$ cat config.mk
export PLATFORM = sky130hd
export DESIGN_NAME = matmul_dot_engine
export DESIGN_NICKNAME = d
export VERILOG_FILES = /design/src/rtl/matmul_dot_engine.sv
export SDC_FILE = /design/constraint.sdc
export NUM_CORES = 2
export LEC_CHECK = 0
export CORE_MARGIN = 4
export CORE_UTILIZATION = 47
export CTS_BUF_LIST = sky130_fd_sc_hd__clkbuf_4 sky130_fd_sc_hd__clkbuf_8
export DETAILED_ROUTE_END_ITERATION = 10
export PLACE_DENSITY = 0.79
export SYNTH_ARGS = -nofsm -noshare
export SYNTH_HDL_FRONTEND = slang
export SYNTH_SLANG_ARGS = --single-unit
$ cat constraint.sdc
create_clock -name clk_in -period 23.8 [get_ports clk_in]
set_input_delay 3.57 -clock clk_in [delete_from_list [all_inputs] [get_ports clk_in]]
set_output_delay 3.57 -clock clk_in [all_outputs]
set_load 0.02 [all_outputs]
$ cat src/rtl/matmul_dot_engine.sv
// Matrix-multiply core: walks C[r][c] in row-major order, fetches A row r and
// B column c from the loader, MACs LANES products per cycle and emits one byte per element.
module matmul_dot_engine #(
  parameter int unsigned N      = 32,
  parameter int unsigned ELEM_W = 8,
  parameter int unsigned ADDR_W = 5,
  parameter int unsigned LANES  = 4
) (
  input  logic                  clk_in,
  input  logic                  rst_in,
  input  logic                  complete,
  input  logic [N*ELEM_W-1:0]   matA_row,
  input  logic [N*ELEM_W-1:0]   matB_col,
  input  logic [ADDR_W-1:0]     row_in,
  input  logic [ADDR_W-1:0]     col_in,
  input  logic                  val_rows,
  output logic [ADDR_W-1:0]     row_req,
  output logic [ADDR_W-1:0]     col_req,
  output logic [ELEM_W-1:0]     matrix_val,
  output logic [ADDR_W-1:0]     row_out,
  output logic [ADDR_W-1:0]     col_out,
  output logic                  valid_out,
  output logic                  done,
  output logic                  busy
);

  localparam int unsigned ACC_W  = 2*ELEM_W + $clog2(N);
  localparam int unsigned SLICES = N / LANES;
  localparam int unsigned IDX_W  = (SLICES > 1) ? $clog2(SLICES) : 1;

  typedef enum logic [2:0] {S_IDLE, S_WAIT, S_MAC, S_EMIT, S_DONE} state_t;

  state_t              state, state_nxt;
  logic [ADDR_W-1:0]   r, c, r_adv, c_adv;
  logic [IDX_W-1:0]    idx;
  logic [N*ELEM_W-1:0] a_vec, b_vec;
  logic [ACC_W-1:0]    acc, slice_sum, acc_sum;
  logic                hit, last_slice, last_elem;

  assign hit        = val_rows && (row_in == r) && (col_in == c);
  assign last_slice = (idx == IDX_W'(SLICES - 1));
  assign last_elem  = (r == ADDR_W'(N - 1)) && (c == ADDR_W'(N - 1));
  assign done       = (state == S_DONE);
  assign busy       = (state == S_WAIT) || (state == S_MAC) || (state == S_EMIT);

  always_comb begin
    c_adv = c + 1'b1;
    r_adv = r;
    if (c == ADDR_W'(N - 1)) begin
      c_adv = '0;
      r_adv = r + 1'b1;
    end
  end

  // Captured vectors shift down one slice per MAC cycle, so the lanes always read the low end.
  always_comb begin
    slice_sum = '0;
    for (int unsigned l = 0; l < LANES; l++)
      slice_sum = slice_sum + ACC_W'(a_vec[l*ELEM_W +: ELEM_W]) * ACC_W'(b_vec[l*ELEM_W +: ELEM_W]);
    acc_sum = acc + slice_sum;
  end

  always_comb begin
    state_nxt = state;
    case (state)
      S_IDLE:  if (complete)   state_nxt = S_WAIT;
      S_WAIT:  if (hit)        state_nxt = S_MAC;
      S_MAC:   if (last_slice) state_nxt = S_EMIT;
      S_EMIT:  state_nxt = last_elem ? S_DONE : S_WAIT;
      S_DONE:  if (!complete)  state_nxt = S_IDLE;
      default: state_nxt = S_IDLE;
    endcase
  end

  always_ff @(posedge clk_in or posedge rst_in) begin
    if (rst_in) state <= S_IDLE;
    else        state <= state_nxt;
  end

  always_ff @(posedge clk_in or posedge rst_in) begin
    if (rst_in) begin
      r          <= '0;
      c          <= '0;
      idx        <= '0;
      a_vec      <= '0;
      b_vec      <= '0;
      acc        <= '0;
      row_req    <= '0;
      col_req    <= '0;
      matrix_val <= '0;
      row_out    <= '0;
      col_out    <= '0;
      valid_out  <= 1'b0;
    end else begin
      valid_out <= 1'b0;
      case (state)
        S_IDLE: if (complete) begin
          r       <= '0;
          c       <= '0;
          row_req <= '0;
          col_req <= '0;
        end
        S_WAIT: if (hit) begin
          a_vec <= matA_row;
          b_vec <= matB_col;
          acc   <= '0;
          idx   <= '0;
        end
        S_MAC: begin
          acc   <= acc_sum;
          idx   <= idx + 1'b1;
          a_vec <= a_vec >> (LANES*ELEM_W);
          b_vec <= b_vec >> (LANES*ELEM_W);
          // Result registers load on the edge into EMIT so they are valid during the strobe.
          if (last_slice) begin
            valid_out  <= 1'b1;
            matrix_val <= acc_sum[ELEM_W-1:0];
            row_out    <= r;
            col_out    <= c;
          end
        end
        S_EMIT: begin
          r       <= r_adv;
          c       <= c_adv;
          row_req <= r_adv;
          col_req <= c_adv;
        end
        default: ;
      endcase
    end
  end

endmodule
==> impl_results.md <==
- Number of synthesized flops with an enable pin: 0
- RSZ-0062 raised after global routing: no
- P_leak: 0.0162 uW
- Clk buf depth: 3
- Initial antenna violation count: 30
- Post-cts repair resize count: 0
- Vias: 24,500
- Slew Viols, Final: 0
- Htree depth: 3
- Top sig layer: met5
- DR pass1 iterations: 6
- Final count of hold timing violations: 0
- Register area share after synthesis: 0.495
- First-pass GRT wire length: 135 mm
- Top cells by area, synth: dfrtp_1 (49%), nand2_1 (12%), nor2_1 (7.7%)
- # clock sinks: 555
- Crit path launch type: input pin
- Yosys Warn Count: 0
- Final GP Congestion: 0.928
- Top cell type's share of synthesized area: 0.495
- Final setup violation count: 0
- Starting Density: 0.475
- Synth cell types: 36
- Hold WS: 0.490 ns
- CP required: 24.42 ns
- Met3 Wirelength: 6.32 mm
- Max-slew headroom: 0.249
- Die ar.: 63,700 um2
- Syn Nets: 3,902
- Clock buffer count from CTS: 93
- Worst endpoint data arrival time: 8.09 ns
- Status: complete, no violations
- Clock skew: 0.0341 ns
- Ys flop type: dfrtp_1
- Slew @ Worst Pin: 1.13 ns
- Die height: 252 um
- Setup TNS: 0 ns
- Area delta synth->final: 28.2%
- Post-synthesis register bit count: 555
- WL final: 88.1 mm
- Total grt overflow: 0
- Min Clock Period, post-route: 7.47 ns
- Met1 Wirelength: 35.9 mm
- Slowest cell on the critical path: buf_4
- Layout cell share with drive strength beyond 1: 0.0564
- Gate Count Post-Synth: 3,228
- Drt wl/cell: 19.3 um
- Layout fillers: 5,013
- Syn Area/Cell: 8.69 um2
- Worst-path cell chain: clkdlybuf4s50_1 > xnor2_1 > nand4_1 > or3_1 > or3_4 > buf_4 > buf_4 > buf_4 > nand2_1 > a31oi_1
- Nets: 4,357
- Critical path type: input pin to flip-flop
- Slowest cell delay on critical path: 0.92 ns
- Worst-path fanout max: 105
- Site row count: 89
- Clk_lat worst skew: 0.71 ns
- Hold WC Path Type: flip-flop to flip-flop
- Design area: 36,000 um2
- Worst vdd ir: 0.214 mV
- Cell Area, Synth: 28,100 um2
- Most used cell, CP: buf_4
- Core area: 59,000 um2
- Largest net degree at the start of global routing: 245
- TritonCTS clock tree: yes
- Commonest non-fill, non-tap cell in the layout: nand2_1
- Cts hold-fix bufs: 0
- FFs w/ async S/R, synth: 1.00
- Worst-path clk slew: 0.06 ns
- Fin crit share: 0.314
- Clock Root Buffer: clkbuf_8
- Drc violations: 0
- Fmax: 134 MHz
- Dpl hpwl: 63.1 mm
- Gr usage total: 0.270
- Register area: 13,900 um2
- Footprint of the multi-input gates: 12,700 um2
- Cell Area, Placed: 33,800 um2
- Post-DRT Antenna Nets: 0
- Worst Setup End Kind: flip-flop
- DRT iter0 DRCs: 2,356
- IO Pins: 557
- Routed length on met2: 42.5 mm
- Most frequent cells in the layout: nand2_1 (893), nor2_1 (572), clkdlybuf4s50_1 (556)
- Postcts setup bufs: 0
- Max_cap viols: 0
- Vias in the first global route: 23,800
- Vias per cell: 5.38
- Die Wd: 252 um
- Final total power: 2940 uW
- Power density over cell area: 81.7 nW/um2
- Top cell type by total area after synthesis: dfrtp_1
- # port buffers: 556
[critical path, delay by kind of cell]
family / cells / cell delay [ns]
buffers and inverters: 4 / 2.85
AO/OA/AOI/OAI: 1 / 0.23
AND/OR/NAND/NOR: 4 / 1.10
XOR/XNOR: 1 / 0.14
[power by group]
part / total (uW) / internal [uW] / switching, uW
Clock: 958 / 548 / 410
Combinational: 958 / 479 / 478
Sequential: 1020 / 986 / 38.1
Total: 2940 / 2010 / 927
[registers in the layout, summed over array words and instances (netlist names)]
register    flops
a_vec         256
b_vec         256
acc             8
matrix_val      8
c               5
col_out         5
r               5
row_out         5
idx             3
state           3
valid_out       1
[metrics by stage]
| step | setup slack [ns] | util | cells |
|---|---|---|---|
| 3_5_place_dp | 15.72 | 0.572 | 4361 |
| 2_1_floorplan | 4.71 | - | 3228 |
| 6_report | 16.33 | 0.610 | 4555 |
| 4_1_cts | 16.48 | 0.609 | 4533 |
| 3_3_place_gp | 15.84 | 0.572 | 4361 |
| 5_1_grt | 16.09 | 0.609 | 4552 |
[metal layers]
| metal | track usage | vias up |
|---|---|---|
| met5 | 0 | - |
| met4 | 0.103 | 12 |
| met3 | 0.0615 | 195 |
| met2 | 0.434 | 875 |
| met1 | 0.359 | 11800 |
| li1 | - | 11600 |
[layout make-up]
class	instances	share of cell area
clock inverter	19	0.00744
clock buffer	153	0.0521
inverter	112	0.0119
multi-input combinational	2344	0.354
sequential	555	0.386
timing repair buffer	577	0.160
antenna	22	0.00153
tap	773	0.0269
[path summary, 6_finish.rpt]
path                                from       endpoint  slack, ns  cells past startpoint
max                            row_in[3]     a_vec[178]      16.33                     10
max in group asynchronous         rst_in      a_vec[15]      17.99                      4
min reg2reg                matrix_val[2]  matrix_val[2]       0.49                      2
max reg2reg                    b_vec[24]  matrix_val[7]      16.61                     19
min                        matrix_val[2]  matrix_val[2]       0.49                      2
min in group asynchronous         rst_in     b_vec[235]       3.33                      2
[cell usage after synthesis, types with 23 or more instances]
library cell    n
nand2_1       894
nor2_1        572
dfrtp_1       555
a31oi_1       331
o22ai_1       117
inv_1         112
buf_2          89
clkbuf_1       89
fa_1           78
ha_1           70
and2_1         65
nand3_1        63
xnor2_1        62
buf_1          23
[cells by family (layout without fill, tap and decap cells)]
| group | after synthesis | in the layout | share of synthesized area |
|---|---|---|---|
| simple gates | 1614 | 1614 | 0.227 |
| flops | 555 | 555 | 0.495 |
| compound gates | 492 | 492 | 0.109 |
| buf+inv | 329 | 861 | 0.0523 |
| fa+ha+maj | 148 | 148 | 0.0869 |
| xor+xnor | 75 | 75 | 0.0244 |
| mux | 15 | 15 | 0.00598 |
| other cells | 0 | 22 | 0 |
Note: power is estimated with default switching activity, not from simulation.
